--- config.mk ---
export PLATFORM = sky130hd
export DESIGN_NAME = id_issue_stage
export DESIGN_NICKNAME = d
export VERILOG_FILES = /design/src/rtl/id_issue_stage.sv
export SDC_FILE = /design/constraint.sdc
export NUM_CORES = 1
export LEC_CHECK = 0
export ABC_AREA = 1
export CORE_MARGIN = 2
export CORE_UTILIZATION = 42
export CTS_BUF_LIST = sky130_fd_sc_hd__clkbuf_8
export CTS_CLUSTER_DIAMETER = 40
export DETAILED_ROUTE_END_ITERATION = 16
export GPL_TIMING_DRIVEN = 0
export PLACE_DENSITY = 0.83
export SLEW_MARGIN = 20
export SYNTH_ARGS = -nofsm -noshare
export SYNTH_HDL_FRONTEND = slang
export SYNTH_SLANG_ARGS = --single-unit
--- constraint.sdc ---
create_clock -name clock -period 1.65 [get_ports clock]
set_input_delay 0.33 -clock clock [delete_from_list [all_inputs] [get_ports clock]]
set_output_delay 0.33 -clock clock [all_outputs]
set_load 0.01 [all_outputs]
--- src/rtl/id_issue_stage.sv ---
// Decode/issue stage ahead of the registered ALU: decodes RV32I OP/OP-IMM,
// resolves RAW hazards against the two youngest issued instructions and registers operands.
module id_issue_stage #(
  parameter int XLEN     = 32,
  parameter int ALU_OP_W = 6,
  parameter int FWD_EN   = 1
) (
  input  logic                clock,
  input  logic                reset,
  input  logic [31:0]         instr_in,
  input  logic                instr_valid,
  output logic                instr_ready,
  input  logic                flush,
  output logic [4:0]          rs1_addr,
  output logic [4:0]          rs2_addr,
  input  logic [XLEN-1:0]     rs1_data,
  input  logic [XLEN-1:0]     rs2_data,
  input  logic [XLEN-1:0]     alu_result,
  output logic [ALU_OP_W-1:0] alu_op,
  output logic [XLEN-1:0]     alu_in_1,
  output logic [XLEN-1:0]     alu_in_2,
  output logic                ex_valid,
  output logic [4:0]          ex_rd,
  output logic                ex_wb_en,
  output logic                illegal_instr
);

  localparam logic [6:0] OPC_OP    = 7'b0110011;
  localparam logic [6:0] OPC_OPIMM = 7'b0010011;
  localparam logic [6:0] F7_ZERO   = 7'b0000000;
  localparam logic [6:0] F7_ALT    = 7'b0100000;

  logic [6:0]          opcode_s;
  logic [2:0]          funct3_s;
  logic [6:0]          funct7_s;
  logic [4:0]          rs1_s;
  logic [4:0]          rs2_s;
  logic [4:0]          rd_s;
  logic                legal_s;
  logic                is_imm_s;
  logic                is_shift_s;
  logic [ALU_OP_W-1:0] op_s;
  logic [XLEN-1:0]     src1_s;
  logic [XLEN-1:0]     src2_s;
  logic [XLEN-1:0]     opnd2_s;
  logic                hazard_s;
  logic                issue_s;
  logic                illegal_s;

  logic [ALU_OP_W-1:0] alu_op_r;
  logic [XLEN-1:0]     alu_in_1_r;
  logic [XLEN-1:0]     alu_in_2_r;
  logic                ex_valid_r;
  logic [4:0]          ex_rd_r;
  logic                ex_wb_en_r;
  logic                illegal_r;
  logic [4:0]          age2_rd_r;
  logic                age2_wb_r;

  assign opcode_s = instr_in[6:0];
  assign funct3_s = instr_in[14:12];
  assign funct7_s = instr_in[31:25];
  assign rs1_s    = instr_in[19:15];
  assign rs2_s    = instr_in[24:20];
  assign rd_s     = instr_in[11:7];
  assign rs1_addr = rs1_s;
  assign rs2_addr = rs2_s;

  // Age-1 is the instruction now in EX; age-2 is the one whose result is on alu_result.
  function automatic logic src_busy(input logic [4:0] src, input logic [4:0] a1_rd,
                                    input logic a1_wb, input logic [4:0] a2_rd, input logic a2_wb);
    logic busy;
    busy = a1_wb && (a1_rd == src);
    if (FWD_EN == 0) begin
      busy = busy || (a2_wb && (a2_rd == src));
    end else begin
      busy = busy;
    end
    return busy && (src != 5'd0);
  endfunction

  // Instruction decode into ALU op code and legality
  always_comb begin
    legal_s    = 1'b0;
    is_imm_s   = 1'b0;
    is_shift_s = 1'b0;
    op_s       = 6'd0;
    case (opcode_s)
      OPC_OP: begin
        legal_s = (funct7_s == F7_ZERO);
        case (funct3_s)
          3'b000: begin
            legal_s = (funct7_s == F7_ZERO) || (funct7_s == F7_ALT);
            op_s    = (funct7_s == F7_ALT) ? 6'd1 : 6'd0;
          end
          3'b100: op_s = 6'd2;
          3'b110: op_s = 6'd3;
          3'b111: op_s = 6'd4;
          3'b001: op_s = 6'd5;
          3'b101: begin
            legal_s = (funct7_s == F7_ZERO) || (funct7_s == F7_ALT);
            op_s    = (funct7_s == F7_ALT) ? 6'd7 : 6'd6;
          end
          3'b010: op_s = 6'd8;
          3'b011: op_s = 6'd9;
          default: legal_s = 1'b0;
        endcase
      end
      OPC_OPIMM: begin
        legal_s  = 1'b1;
        is_imm_s = 1'b1;
        case (funct3_s)
          3'b000: op_s = 6'd10;
          3'b100: op_s = 6'd11;
          3'b110: op_s = 6'd12;
          3'b111: op_s = 6'd13;
          3'b001: begin
            is_shift_s = 1'b1;
            legal_s    = (funct7_s == F7_ZERO);
            op_s       = 6'd14;
          end
          3'b101: begin
            is_shift_s = 1'b1;
            legal_s    = (funct7_s == F7_ZERO) || (funct7_s == F7_ALT);
            op_s       = (funct7_s == F7_ALT) ? 6'd16 : 6'd15;
          end
          3'b010: op_s = 6'd17;
          3'b011: op_s = 6'd18;
          default: legal_s = 1'b0;
        endcase
      end
      default: legal_s = 1'b0;
    endcase
  end

  // Source operand selection with age-2 bypass
  always_comb begin
    src1_s = rs1_data;
    src2_s = rs2_data;
    if (rs1_s == 5'd0) begin
      src1_s = '0;
    end else if ((FWD_EN != 0) && age2_wb_r && (age2_rd_r == rs1_s)) begin
      src1_s = alu_result;
    end else begin
      src1_s = rs1_data;
    end
    if (rs2_s == 5'd0) begin
      src2_s = '0;
    end else if ((FWD_EN != 0) && age2_wb_r && (age2_rd_r == rs2_s)) begin
      src2_s = alu_result;
    end else begin
      src2_s = rs2_data;
    end
  end

  // Operand 2: shamt, sign-extended immediate or rs2
  always_comb begin
    opnd2_s = src2_s;
    if (is_imm_s && is_shift_s) begin
      opnd2_s = {{(XLEN-5){1'b0}}, instr_in[24:20]};
    end else if (is_imm_s) begin
      opnd2_s = {{(XLEN-12){instr_in[31]}}, instr_in[31:20]};
    end else begin
      opnd2_s = src2_s;
    end
  end

  // Hazard detection and issue handshake; illegal words never stall
  always_comb begin
    hazard_s = instr_valid && legal_s &&
               (src_busy(rs1_s, ex_rd_r, ex_wb_en_r, age2_rd_r, age2_wb_r) ||
                (!is_imm_s && src_busy(rs2_s, ex_rd_r, ex_wb_en_r, age2_rd_r, age2_wb_r)));
    instr_ready = flush || !hazard_s;
    issue_s     = instr_valid && legal_s && !hazard_s && !flush;
    illegal_s   = instr_valid && !legal_s && !flush;
  end

  // EX register and age tracking; reset and flush both return to a clean bubble
  always_ff @(posedge clock) begin
    if (reset || flush) begin
      alu_op_r   <= '0;
      alu_in_1_r <= '0;
      alu_in_2_r <= '0;
      ex_valid_r <= 1'b0;
      ex_rd_r    <= 5'd0;
      ex_wb_en_r <= 1'b0;
      illegal_r  <= 1'b0;
      age2_rd_r  <= 5'd0;
      age2_wb_r  <= 1'b0;
    end else begin
      alu_op_r   <= issue_s ? op_s : '0;
      alu_in_1_r <= issue_s ? src1_s : '0;
      alu_in_2_r <= issue_s ? opnd2_s : '0;
      ex_valid_r <= issue_s;
      ex_rd_r    <= issue_s ? rd_s : 5'd0;
      ex_wb_en_r <= issue_s && (rd_s != 5'd0);
      illegal_r  <= illegal_s;
      age2_rd_r  <= ex_rd_r;
      age2_wb_r  <= ex_wb_en_r;
    end
  end

  assign alu_op        = alu_op_r;
  assign alu_in_1      = alu_in_1_r;
  assign alu_in_2      = alu_in_2_r;
  assign ex_valid      = ex_valid_r;
  assign ex_rd         = ex_rd_r;
  assign ex_wb_en      = ex_wb_en_r;
  assign illegal_instr = illegal_r;

endmodule
# Yosys cells after proc, flatten, opt, wreduce, memory -nomap -nowiden
# Cells that the tools add are included.
# classes
eq_ne,14
muxes,17
bitwise,1
reduce_logical,35
# op_table
op,n
2-to-1 mux 32 bit,4
case mux 6 bit (8 select lines),2
== test 5 bit,4
logical AND 1 bit,15
nonzero test 5 bit,3
== test 7 x 6 -> 1 bit (second input constant),2
== test 3 bit (second input constant),4
case mux 6 bit (2 select lines),1
logical NOT 5 bit,2
2-to-1 mux 5 bit,2
== test 7 x 5 -> 1 bit (second input constant),1
logical NOT 7 bit,1
== test 3 x 2 -> 1 bit (second input constant),2
2-to-1 mux 1 bit,6
OR reduction 2 bit,3
OR reduction 3 bit,2
logical NOT 1 bit,4
logical OR 1 bit,4
case mux 1 bit (2 select lines),2
== test 3 x 1 -> 1 bit (second input constant),1
logical NOT 3 bit,1
inverter 1 bit,1
# word_totals
register_bits,84
in_bits,132
output_inout_bits,89
wordCells,77

# Logic depth before layout (Yosys ltp)
# Gate-level depths: netlist of run 1.
# depth
word_depth,11
depth_mapped,11
depth_no_buf,10

# Least setup slack after synthesis of run 1
# Ideal clock, no wire load.
# synth_timing
kind,register -> output
start,"register ex_rd_r[2], in the netlist ex_rd[2]"
end,output instr_ready
t_arrival_ns,1.170
required_time_ns,1.320
setup_slack_ns,0.150
stages_incl_launch_ff,9
cell_sequence,dfxtp_1 > xnor2_1 > nand2_1 > nor2_1 > nand2_2 > nand2_2 > nand2_4 > nor3_1 > nand2_1
# synth_via
elab_chain_len,8
# synth_lines
item,line,source
"start, declared",54,logic [4:0] ex_rd_r;
"start signal, assigned",195,ex_rd_r <= issue_s ? rd_s : 5'd0;
== test 5 bit,73,busy = a1_wb && (a1_rd == src);
logical AND 1 bit,73,
logical AND 1 bit,79,return busy && (src != 5'd0);
logical AND 1 bit,172,"(!is_imm_s && src_busy(rs2_s, ex_rd_r, ex_wb_en_r, age2_rd_r, age2_wb_r)));"
logical OR 1 bit *,171,"(src_busy(rs1_s, ex_rd_r, ex_wb_en_r, age2_rd_r, age2_wb_r) ||"
logical AND 1 bit *,170,hazard_s = instr_valid && legal_s &&
logical NOT 1 bit *,173,instr_ready = flush || !hazard_s;
logical OR 1 bit *,173,
"end, declared",12,"output logic instr_ready,"
# Every way passes the cells marked *; elsewhere a longest branch is shown, timed or not.

# Worst setup path after layout of run 1
# layout_timing
start,"register ex_rd_r[4], in the netlist ex_rd[4]"
end,output instr_ready
# The elaborated chain is that of the path after synthesis.

==> impl_results.html, run 1 <==
<table>
<tr><th>Metric</th><th>Value</th></tr>
<tr><th colspan="2">GRT</th></tr>
<tr><td>Global route hottest layer</td><td>met2</td></tr>
<tr><td>First-pass GRT wire length</td><td>22,300 um</td></tr>
<tr><td>Met1 Resource Use GR</td><td>0.295</td></tr>
<tr><td>GRT met3 Usage</td><td>0.0486</td></tr>
<tr><td>Vias in the first global route</td><td>roughly 4,600</td></tr>
<tr><td>All-Layer GR Usage</td><td>0.245</td></tr>
<tr><td>Total gr overflow</td><td>0</td></tr>
<tr><td>Antenna violations before repair</td><td>0</td></tr>
<tr><td>Maximum number of pins on one net before global-route repair</td><td>15</td></tr>
<tr><td>GR met2 Demand/Resource</td><td>0.440</td></tr>
<tr><th colspan="2">Run</th></tr>
<tr><td>Number of max-cap violations</td><td>0</td></tr>
<tr><th colspan="2">Timing</th></tr>
<tr><td>Worst-case hold slack</td><td>0.349 ns</td></tr>
<tr><td>Number of endpoints with negative hold slack in the final report</td><td>0</td></tr>
<tr><td>Final setup viols</td><td>2</td></tr>
<tr><td>Final Cycle Share</td><td>1.18</td></tr>
<tr><td>Worst-case clock skew</td><td>0.0164 ns</td></tr>
<tr><td>Achievable frequency</td><td>just over 500 MHz</td></tr>
<tr><td>RSZ-0062 raised after global routing</td><td>yes</td></tr>
<tr><td>Number of pins with negative max-slew slack in the final report</td><td>0</td></tr>
<tr><td>Final setup margin</td><td>-0.301 ns</td></tr>
<tr><td>Shortest clock period the worst path allows after layout</td><td>just under 2 ns</td></tr>
<tr><th colspan="2">Power and ir drop</th></tr>
<tr><td>Portion of total power attributed to the clock network</td><td>0.352</td></tr>
<tr><td>Sequential cell fraction of total power</td><td>0.470</td></tr>
<tr><td>Switch Pwr</td><td>between 1000 and 1500 uW</td></tr>
<tr><td>Switching part of the total power</td><td>0.267</td></tr>
<tr><td>Logic pwr share</td><td>0.178</td></tr>
<tr><td>Power density over the cells</td><td>545 nW/um^2</td></tr>
<tr><td>Power Internal</td><td>around 3100 uW</td></tr>
<tr><td>Leakage</td><td>0.00385 uW</td></tr>
<tr><td>Largest vdd supply drop</td><td>around 0.49 mV</td></tr>
<tr><td>Total power of the final layout</td><td>4250 uW</td></tr>
<tr><th colspan="2">Yosys</th></tr>
<tr><td>Post-synth cell types</td><td>29</td></tr>
<tr><td>Number of instances in the synthesized netlist</td><td>roughly 700</td></tr>
<tr><td>Synth Area per Inst</td><td>approximately 6.4 um^2</td></tr>
<tr><td>Cells taking the most area after synthesis</td><td>dfxtp_1 37%, inv_1 13%, nand2_1 13%, nor2_1 7.1%, nand4_1 4.6%</td></tr>
<tr><td>Synthesized Nets</td><td>between 800 and 900</td></tr>
<tr><td>Cell type with the highest aggregate area in the netlist</td><td>dfxtp_1</td></tr>
<tr><td>Total of flip-flops plus latches after synthesis</td><td>83</td></tr>
<tr><td>Area share of the largest cell type after synthesis</td><td>0.373</td></tr>
<tr><td>Warnings from Yosys</td><td>0</td></tr>
<tr><td>Summed instance area of the synthesized netlist</td><td>approximately 4500 um^2</td></tr>
<tr><td>Share of the yosys chip area belonging to registers</td><td>0.373</td></tr>
<tr><th colspan="2">Drt</th></tr>
<tr><td>Detailed-route DRC error count</td><td>0</td></tr>
<tr><td>Vias per cell</td><td>about 4.7</td></tr>
<tr><td>First-iteration detailed-routing DRC count</td><td>roughly 290</td></tr>
<tr><td>Average detailed-routed wire length per instance</td><td>between 10 and 15 um</td></tr>
<tr><td>Detailed-route via count</td><td>between 5,000 and 6,000</td></tr>
<tr><td>Number of iterations in the first detailed-routing pass</td><td>5</td></tr>
<tr><td>Remaining antenna violation count</td><td>0</td></tr>
<tr><td>Total routed wirelength</td><td>approximately 15,000 um</td></tr>
<tr><th colspan="2">CTS</th></tr>
<tr><td>Hold buffers post-CTS</td><td>0</td></tr>
<tr><td>H-Tree Level Count</td><td>3</td></tr>
<tr><td>TritonCTS clock tree</td><td>done</td></tr>
<tr><td>Library cell used as clock root buffer</td><td>clkbuf_8</td></tr>
<tr><td>Clk slew on worst S/H paths</td><td>0.09 ns</td></tr>
<tr><td>Latest clock arrival within the worst-skew pair</td><td>0.34 ns</td></tr>
<tr><td>Clock Sink Count</td><td>83</td></tr>
<tr><td>Clk buf depth</td><td>2</td></tr>
<tr><td>Num CTS Buffers</td><td>9</td></tr>
<tr><th colspan="2">Layout</th></tr>
<tr><td>Share of the core filled with cells</td><td>0.755</td></tr>
<tr><td>Net count reported at finish</td><td>between 1,000 and 1,500</td></tr>
<tr><td>Count of antenna diodes in the layout</td><td>0</td></tr>
<tr><td>Register cell area after layout</td><td>1680 um^2</td></tr>
<tr><td>Multi-input logic area</td><td>2240 um^2</td></tr>
<tr><td>Fillers</td><td>slightly above 800</td></tr>
<tr><td>Layout area overhead</td><td>74.9%</td></tr>
<tr><td>Share of cells above drive strength 1</td><td>0.228</td></tr>
<tr><th colspan="2">Floorplanning</th></tr>
<tr><td>Width of the chip</td><td>around 110 um</td></tr>
<tr><td>Top-level I/O count</td><td>between 200 and 250</td></tr>
<tr><td>Core Area</td><td>10,300 um^2</td></tr>
<tr><td>Die extent in y</td><td>107 um</td></tr>
<tr><td>Initial Util</td><td>0.432</td></tr>
<tr><td>Standard-cell row count</td><td>37</td></tr>
<tr><td>Die ar.</td><td>about 11,000 um^2</td></tr>
<tr><th colspan="2">Placed design</th></tr>
<tr><td>Final GP Congestion</td><td>a little under 0.9</td></tr>
<tr><td>Port-buffer cells</td><td>219</td></tr>
<tr><td>Half-perimeter wire length after placement</td><td>approximately 11,000 um</td></tr>
<tr><td>Worst-case setup slack after placement</td><td>-1.09 ns</td></tr>
<tr><th colspan="2">Worst setup path</th></tr>
<tr><td>Type of destination of the critical path</td><td>output port</td></tr>
<tr><td>Crit start category</td><td>flop</td></tr>
<tr><td>Maximum net fanout on the critical path</td><td>4</td></tr>
<tr><td>Critical Path RT</td><td>roughly 1.3 ns</td></tr>
<tr><td>Path type of the worst setup path</td><td>reg -&gt; out</td></tr>
<tr><td>Arrival time worst endpoint</td><td>1.62 ns</td></tr>
<tr><th colspan="2">Status</th></tr>
<tr><td>Violations in the final reports</td><td>negative setup slack</td></tr>
<tr><td>Status</td><td>complete, but fails checks</td></tr>
<tr><th colspan="2">Hold path</th></tr>
<tr><td>Type of the most critical hold path</td><td>in -&gt; reg</td></tr>
</table>
==> per-stage QoR <==
step / std cells / setup TNS [ns] / area [um^2]
5_1_grt: 1105 / -3.19 / 7800
2_1_floorplan: 698 / 0 / 4460
3_3_place_gp: 1053 / -54.72 / 6820
4_1_cts: 1086 / -0.278 / 7320
6_report: 1105 / -0.312 / 7800
3_5_place_dp: 1053 / -56.18 / 6820
==> synth_stat cells, drive strengths merged <==
| cell type | instances |
|---|---|
| nor2 | 112 |
| nand4 | 35 |
| nor3 | 4 |
| nand2 | 153 |
| conb | 1 |
| clkbuf | 11 |
| a21oi | 4 |
| dfxtp | 83 |
| a32oi | 1 |
| nand3 | 43 |
| or2 | 2 |
| xnor2 | 6 |
| inv | 166 |
| xor2 | 2 |
| buf | 31 |
| o22ai | 2 |
| o211ai | 1 |
| o21ai | 41 |
==> power groups by stage <==
stage / Clock (uW) / Sequential (uW) / Combinational (uW)
2_1_floorplan: 0 / 2050 / 287
3_3_place_gp: 0 / 2050 / 691
3_5_place_dp: 0 / 2050 / 701
4_1_cts: 1530 / 2000 / 703
5_1_grt: 1600 / 2000 / 829
6_report: 1490 / 2000 / 757
==> path summary, 6_finish.rpt <==
check,depth (start not counted),to,slack [ns],start
max,11,instr_ready,-0.30,ex_rd[4]$_SDFF_PP0_
min,5,alu_in_2[3]$_SDFF_PP0_,0.35,instr_in[23]
max reg2reg,13,alu_in_2[29]$_SDFF_PP0_,0,ex_rd[4]$_SDFF_PP0_
min reg2reg,2,age2_rd_r[3]$_SDFF_PP0_,0.48,ex_rd[3]$_SDFF_PP0_
==> per-layer routing <==
| metal | routed length, um | share of wire | vias up |
|---|---|---|---|
| met1 | 6260 | 0.41 | 2362 |
| met5 | 0 | 0 | - |
| li1 | - | - | 2616 |
| met2 | 7610 | 0.50 | 206 |
| met3 | 1070 | 0.070 | 24 |
| met4 | 303 | 0.020 | 0 |
==> area by class of cell <==
class                           count  area share
Timing Repair Buffer              256       0.327
Clock inverter                      7     0.00898
Clock buffer                        9      0.0159
Inverter                          166      0.0799
Tap cell                          136      0.0218
Multi-Input combinational cell    407       0.288
Buffer                             41      0.0432
Sequential cell                    83       0.216
==> logic make-up (layout without fill, tap and decap cells) <==
group | after synthesis | in the layout | share of synthesized area
other | 1 | 1 | 0.000841
flip-flops | 83 | 83 | 0.373
XOR/XNOR | 8 | 8 | 0.0157
AO/OA/AOI/OAI | 49 | 49 | 0.0570
AND/OR/NAND/NOR | 349 | 349 | 0.361
buffers and inverters | 208 | 479 | 0.193
==> repair_timing <==
item / 4_1_cts / 5_1_grt
gates cloned: 2 / 4
gates resized for setup: 89 / 142
pin swaps: 13 / 29
endpoints found under the setup margin: 93 / 80
buffers inserted: 16 / 17
==> sequential cells by signal, indices dropped and copies added, names as in the netlist <==
| register | cells |
|---|---|
| alu_op | 5 |
| ex_rd | 5 |
| ex_wb_en | 1 |
| age2_rd_r | 5 |
| illegal_instr | 1 |
| alu_in_2 | 32 |
| ex_valid | 1 |
| age2_wb_r | 1 |
| alu_in_1 | 32 |
==> layout by cell type (no fill, tap or decap), types with 19 or more instances in the layout <==
| cell type | netlist | routed |
|---|---|---|
| nor2_4 | 1 | 24 |
| dfxtp_1 | 83 | 75 |
| nand2_1 | 149 | 134 |
| nor2_1 | 84 | 53 |
| nor2_2 | 27 | 35 |
| buf_4 | 11 | 36 |
| inv_2 | 14 | 19 |
| nand4_1 | 33 | 33 |
| inv_1 | 152 | 149 |
| clkdlybuf4s50_1 | 0 | 189 |
| nand3_1 | 40 | 37 |
| o21ai_0 | 40 | 34 |
==> worst max-delay path, stage by stage (launching register included) <==
cell	delay, ns
dfxtp_4	0.38
inv_2	0.06
nand2_1	0.04
nand2_1	0.08
nand3_2	0.10
nor2_4	0.10
nand2_2	0.07
nand2_2	0.07
nand2_4	0.05
nor3_2	0.11
nand2_1	0.08
buf_2	0.14
No activity file was read; power rests on OpenSTA's default activity.
==> run 2, diff against run 1 <==
--- a/config.mk
+++ b/config.mk
@@ -6,13 +6,15 @@
 export NUM_CORES = 1
 export LEC_CHECK = 0
 export ABC_AREA = 1
+export CELL_PAD_IN_SITES_DETAIL_PLACEMENT = 1
+export CELL_PAD_IN_SITES_GLOBAL_PLACEMENT = 1
 export CORE_MARGIN = 2
-export CORE_UTILIZATION = 42
+export CORE_UTILIZATION = 27
 export CTS_BUF_LIST = sky130_fd_sc_hd__clkbuf_8
 export CTS_CLUSTER_DIAMETER = 40
 export DETAILED_ROUTE_END_ITERATION = 16
 export GPL_TIMING_DRIVEN = 0
-export PLACE_DENSITY = 0.83
+export PLACE_DENSITY_LB_ADDON = 0.1
 export SLEW_MARGIN = 20
 export SYNTH_ARGS = -nofsm -noshare
 export SYNTH_HDL_FRONTEND = slang
==> run 2 against run 1 <==
  * Design area up 0.13%
  * Global-route usage down 4.5 points
  * Sequential power about the same
  * Die area up 53%
  * Hold slack worse by 0.017 ns
  * Sequential share of layout area down 0.060 points
  * Critical path depth unchanged
  * Non-clock buffer count down 1
  * Via count up 0.19%
  * Largest cell class unchanged
  * Clock power down 11%
  * Core utilization down 27 points
  * Flip-flop and latch count unchanged
  * The run still ends with negative setup slack left
==> impl_results.html, run 2 (same netlist as run 1, synthesis figures left out) <==
<table>
<tr><th>Metric</th><th>Value</th></tr>
<tr><th colspan="2">Worst setup path</th></tr>
<tr><td>Maximum net fanout on the critical path</td><td>4 (unchanged)</td></tr>
<tr><td>Type of destination of the critical path</td><td>output port</td></tr>
<tr><td>R2r setup slk</td><td>-0.06 ns (-0.06 ns)</td></tr>
<tr><td>Path type of the worst setup path</td><td>reg -&gt; out</td></tr>
<tr><td>Reg2reg start</td><td>ex_rd[4]$_SDFF_PP0_</td></tr>
<tr><td>End of the worst register-to-register path</td><td>ex_rd[3]$_SDFF_PP0_</td></tr>
<tr><td>Crit start category</td><td>flop</td></tr>
<tr><td>Arrival time worst endpoint</td><td>1.62 ns (about the same)</td></tr>
<tr><td>Critical Path RT</td><td>1.32 ns (about the same)</td></tr>
<tr><td>Count of cells along the worst register-to-register path</td><td>14 (+1)</td></tr>
<tr><th colspan="2">Placed design</th></tr>
<tr><td>Half-perimeter wire length after placement</td><td>14,000 um (+30%)</td></tr>
<tr><td>Worst-case setup slack after placement</td><td>-1.21 ns (-0.118 ns)</td></tr>
<tr><td>Placed cell area</td><td>6920 um^2 (+1.5%)</td></tr>
<tr><td>Final GP Congestion</td><td>0.838 (-5.0%)</td></tr>
<tr><td>Port-buffer cells</td><td>219 (unchanged)</td></tr>
<tr><th colspan="2">Layout</th></tr>
<tr><td>Share of the core filled with cells</td><td>0.488 (-0.267)</td></tr>
<tr><td>Share of cells above drive strength 1</td><td>0.219 (-0.00861)</td></tr>
<tr><td>Layout area overhead</td><td>75.2%</td></tr>
<tr><td>Count of antenna diodes in the layout</td><td>0 (unchanged)</td></tr>
<tr><td>Net count reported at finish</td><td>1,095 (-0.091%)</td></tr>
<tr><td>Most common cell after layout, fill and taps aside</td><td>clkdlybuf4s50_1</td></tr>
<tr><td>Commonest non-fill, non-tap cells in the layout</td><td>183 x clkdlybuf4s50_1, 149 x inv_1, 138 x nand2_1, 75 x dfxtp_1, 50 x nor2_1</td></tr>
<tr><td>Fillers</td><td>2,061 (+150%)</td></tr>
<tr><td>Finished Cell Area</td><td>7810 um^2 (+0.13%)</td></tr>
<tr><th colspan="2">Timing</th></tr>
<tr><td>Final setup margin</td><td>-0.296 ns (+0.00510 ns)</td></tr>
<tr><td>Achievable frequency</td><td>514 MHz (+0.26%)</td></tr>
<tr><td>Final setup viols</td><td>75 (+73)</td></tr>
<tr><td>RSZ-0062 raised after global routing</td><td>yes</td></tr>
<tr><td>Number of pins with negative max-slew slack in the final report</td><td>0 (unchanged)</td></tr>
<tr><td>Shortest clock period the worst path allows after layout</td><td>1.95 ns (-0.00510 ns)</td></tr>
<tr><td>Final sum of negative setup slack</td><td>-2.67 ns (-2.36 ns)</td></tr>
<tr><td>Final Cycle Share</td><td>1.18 (-0.00309)</td></tr>
<tr><td>Worst-case clock skew</td><td>0.00952 ns (-0.00687 ns)</td></tr>
<tr><td>Number of endpoints with negative hold slack in the final report</td><td>0 (unchanged)</td></tr>
<tr><th colspan="2">Status</th></tr>
<tr><td>Status</td><td>complete, but fails checks</td></tr>
<tr><td>Violations in the final reports</td><td>negative setup slack</td></tr>
<tr><th colspan="2">CTS</th></tr>
<tr><td>H-Tree Level Count</td><td>3 (unchanged)</td></tr>
<tr><td>Library cell used as clock root buffer</td><td>clkbuf_8</td></tr>
<tr><td>Clk slew on worst S/H paths</td><td>0.09 ns (about the same)</td></tr>
<tr><td>Num CTS Buffers</td><td>9 (unchanged)</td></tr>
<tr><td>Hold buffers post-CTS</td><td>0 (unchanged)</td></tr>
<tr><td>Clk buf depth</td><td>2 (unchanged)</td></tr>
<tr><td>TritonCTS clock tree</td><td>done</td></tr>
<tr><td>Latest clock arrival within the worst-skew pair</td><td>0.37 ns (+0.03 ns)</td></tr>
<tr><td>Clock Sink Count</td><td>83 (unchanged)</td></tr>
<tr><th colspan="2">Drt</th></tr>
<tr><td>Detailed-route via count</td><td>5,218 (+0.19%)</td></tr>
<tr><td>Total routed wirelength</td><td>18,300 um (+20%)</td></tr>
<tr><td>First-iteration detailed-routing DRC count</td><td>137 (-53%)</td></tr>
<tr><td>Average detailed-routed wire length per instance</td><td>15.5 um (+12%)</td></tr>
<tr><td>Number of iterations in the first detailed-routing pass</td><td>4 (-1)</td></tr>
<tr><td>Vias per cell</td><td>4.41 (-6.3%)</td></tr>
<tr><td>Remaining antenna violation count</td><td>0 (unchanged)</td></tr>
<tr><td>Detailed-route DRC error count</td><td>0 (unchanged)</td></tr>
<tr><th colspan="2">Floorplanning</th></tr>
<tr><td>Initial Util</td><td>0.279 (-0.153)</td></tr>
<tr><td>Die extent in y</td><td>132 um (+24%)</td></tr>
<tr><td>Top-level I/O count</td><td>221 (unchanged)</td></tr>
<tr><td>Core Area</td><td>16,000 um^2 (+55%)</td></tr>
<tr><td>Die ar.</td><td>17,600 um^2 (+53%)</td></tr>
<tr><td>Standard-cell row count</td><td>46 (+24%)</td></tr>
<tr><td>Width of the chip</td><td>132 um (+24%)</td></tr>
<tr><th colspan="2">GRT</th></tr>
<tr><td>Maximum number of pins on one net before global-route repair</td><td>13 (-2)</td></tr>
<tr><td>Antenna violations before repair</td><td>1 (+1)</td></tr>
<tr><td>All-Layer GR Usage</td><td>0.200 (-0.0452)</td></tr>
<tr><td>Total gr overflow</td><td>0 (unchanged)</td></tr>
<tr><td>First-pass GRT wire length</td><td>27,800 um (+25%)</td></tr>
<tr><td>Vias in the first global route</td><td>5,457 (+19%)</td></tr>
<tr><th colspan="2">Power and ir drop</th></tr>
<tr><td>Total power of the final layout</td><td>4090 uW (-3.7%)</td></tr>
<tr><td>Power density over the cells</td><td>524 nW/um^2 (-3.8%)</td></tr>
<tr><td>Leakage</td><td>0.00394 uW (+2.3%)</td></tr>
<tr><td>Largest vdd supply drop</td><td>0.297 mV (-39%)</td></tr>
<tr><th colspan="2">Hold path</th></tr>
<tr><td>Hold Startpoint</td><td>instr_in[26]</td></tr>
<tr><td>Worst hold stages</td><td>5 (unchanged)</td></tr>
<tr><td>Min-Delay Endpoint</td><td>alu_in_2[6]$_SDFF_PP0_</td></tr>
<tr><td>Type of the most critical hold path</td><td>in -&gt; reg</td></tr>
<tr><th colspan="2">Run</th></tr>
<tr><td>Number of max-cap violations</td><td>0 (unchanged)</td></tr>
</table>
-- run 2: cell types whose count changed in the layout (fill, tap and decap cells not counted), moves of 4 or more --
cell and delta:
nand2_1 +4, nor2_4 -11, buf_8 -4, buf_6 +5, clkdlybuf4s50_1 -6, nor2_2 +14, o21ai_1 +8, dlymetal6s2s_1 +12
clkdlybuf4s15_1 -4, o21ai_0 -8
-- run 2: where the power goes --
part / internal, uW / switching [uW]
Sequential: 2000 / 0.512
Combinational: 421 / 342
Clock: 562 / 767
Total: 2980 / 1110
-- run 2: what timing repair did --
action	CTS	global route
endpoints found under the setup margin	93	84
pin swaps	17	15
buffers inserted	17	13
gates resized for setup	79	131
cloned	1	5
-- run 2: layer usage --
metal	global-route usage	up-vias	routed length, um	share of wire
li1	-	2598	-	-
met1	0.234	2445	7690	0.42
met2	0.350	146	9070	0.50
met3	0.0521	29	1080	0.059
met4	0.0759	0	476	0.026
met5	0	-	0	0
-- run 2: worst max-delay path, stage by stage (launching register included) --
cell,delay [ns]
dfxtp_4,0.37
inv_2,0.07
nand2_2,0.05
nand2_2,0.06
nand3_2,0.07
nor2_2,0.13
nand2_2,0.07
nand2_2,0.07
nand2_4,0.05
nor3_2,0.10
nand2_1,0.08
buf_6,0.13
-- run 2: cell type report --
class                   instances  area [um^2]  area share
plain buffers                  41          314      0.0402
clock buffers                  10          138      0.0176
multi-input cells             407         2160       0.277
clock inverters                 4         21.3     0.00272
inverters                     166          623      0.0798
repair buffers                255         2600       0.332
well taps                     216          270      0.0346
flip-flops and latches         83         1680       0.215
-- run 2: how the worst max path moves through the flow --
stage | from | to | slack [ns] | cells after the start
floorplan | ex_rd[2]$_SDFF_PP0_ | instr_ready | 0.15 | 8
global placement | instr_in[23] | instr_ready | -1.15 | 11
detailed placement | instr_in[20] | instr_ready | -1.21 | 11
CTS | ex_rd[4]$_SDFF_PP0_ | instr_ready | -0.34 | 11
global route | ex_rd[4]$_SDFF_PP0_ | instr_ready | -0.43 | 11
finish | ex_rd[4]$_SDFF_PP0_ | instr_ready | -0.30 | 11
-- run 2: through the flow --
step / hold slack (ns) / instances
after detailed placement: 0.488 / 1133
after CTS: 0.431 / 1165
after global routing: 0.348 / 1182
final: 0.331 / 1182
after floorplan: 0.442 / 698
after global placement: 0.484 / 1133
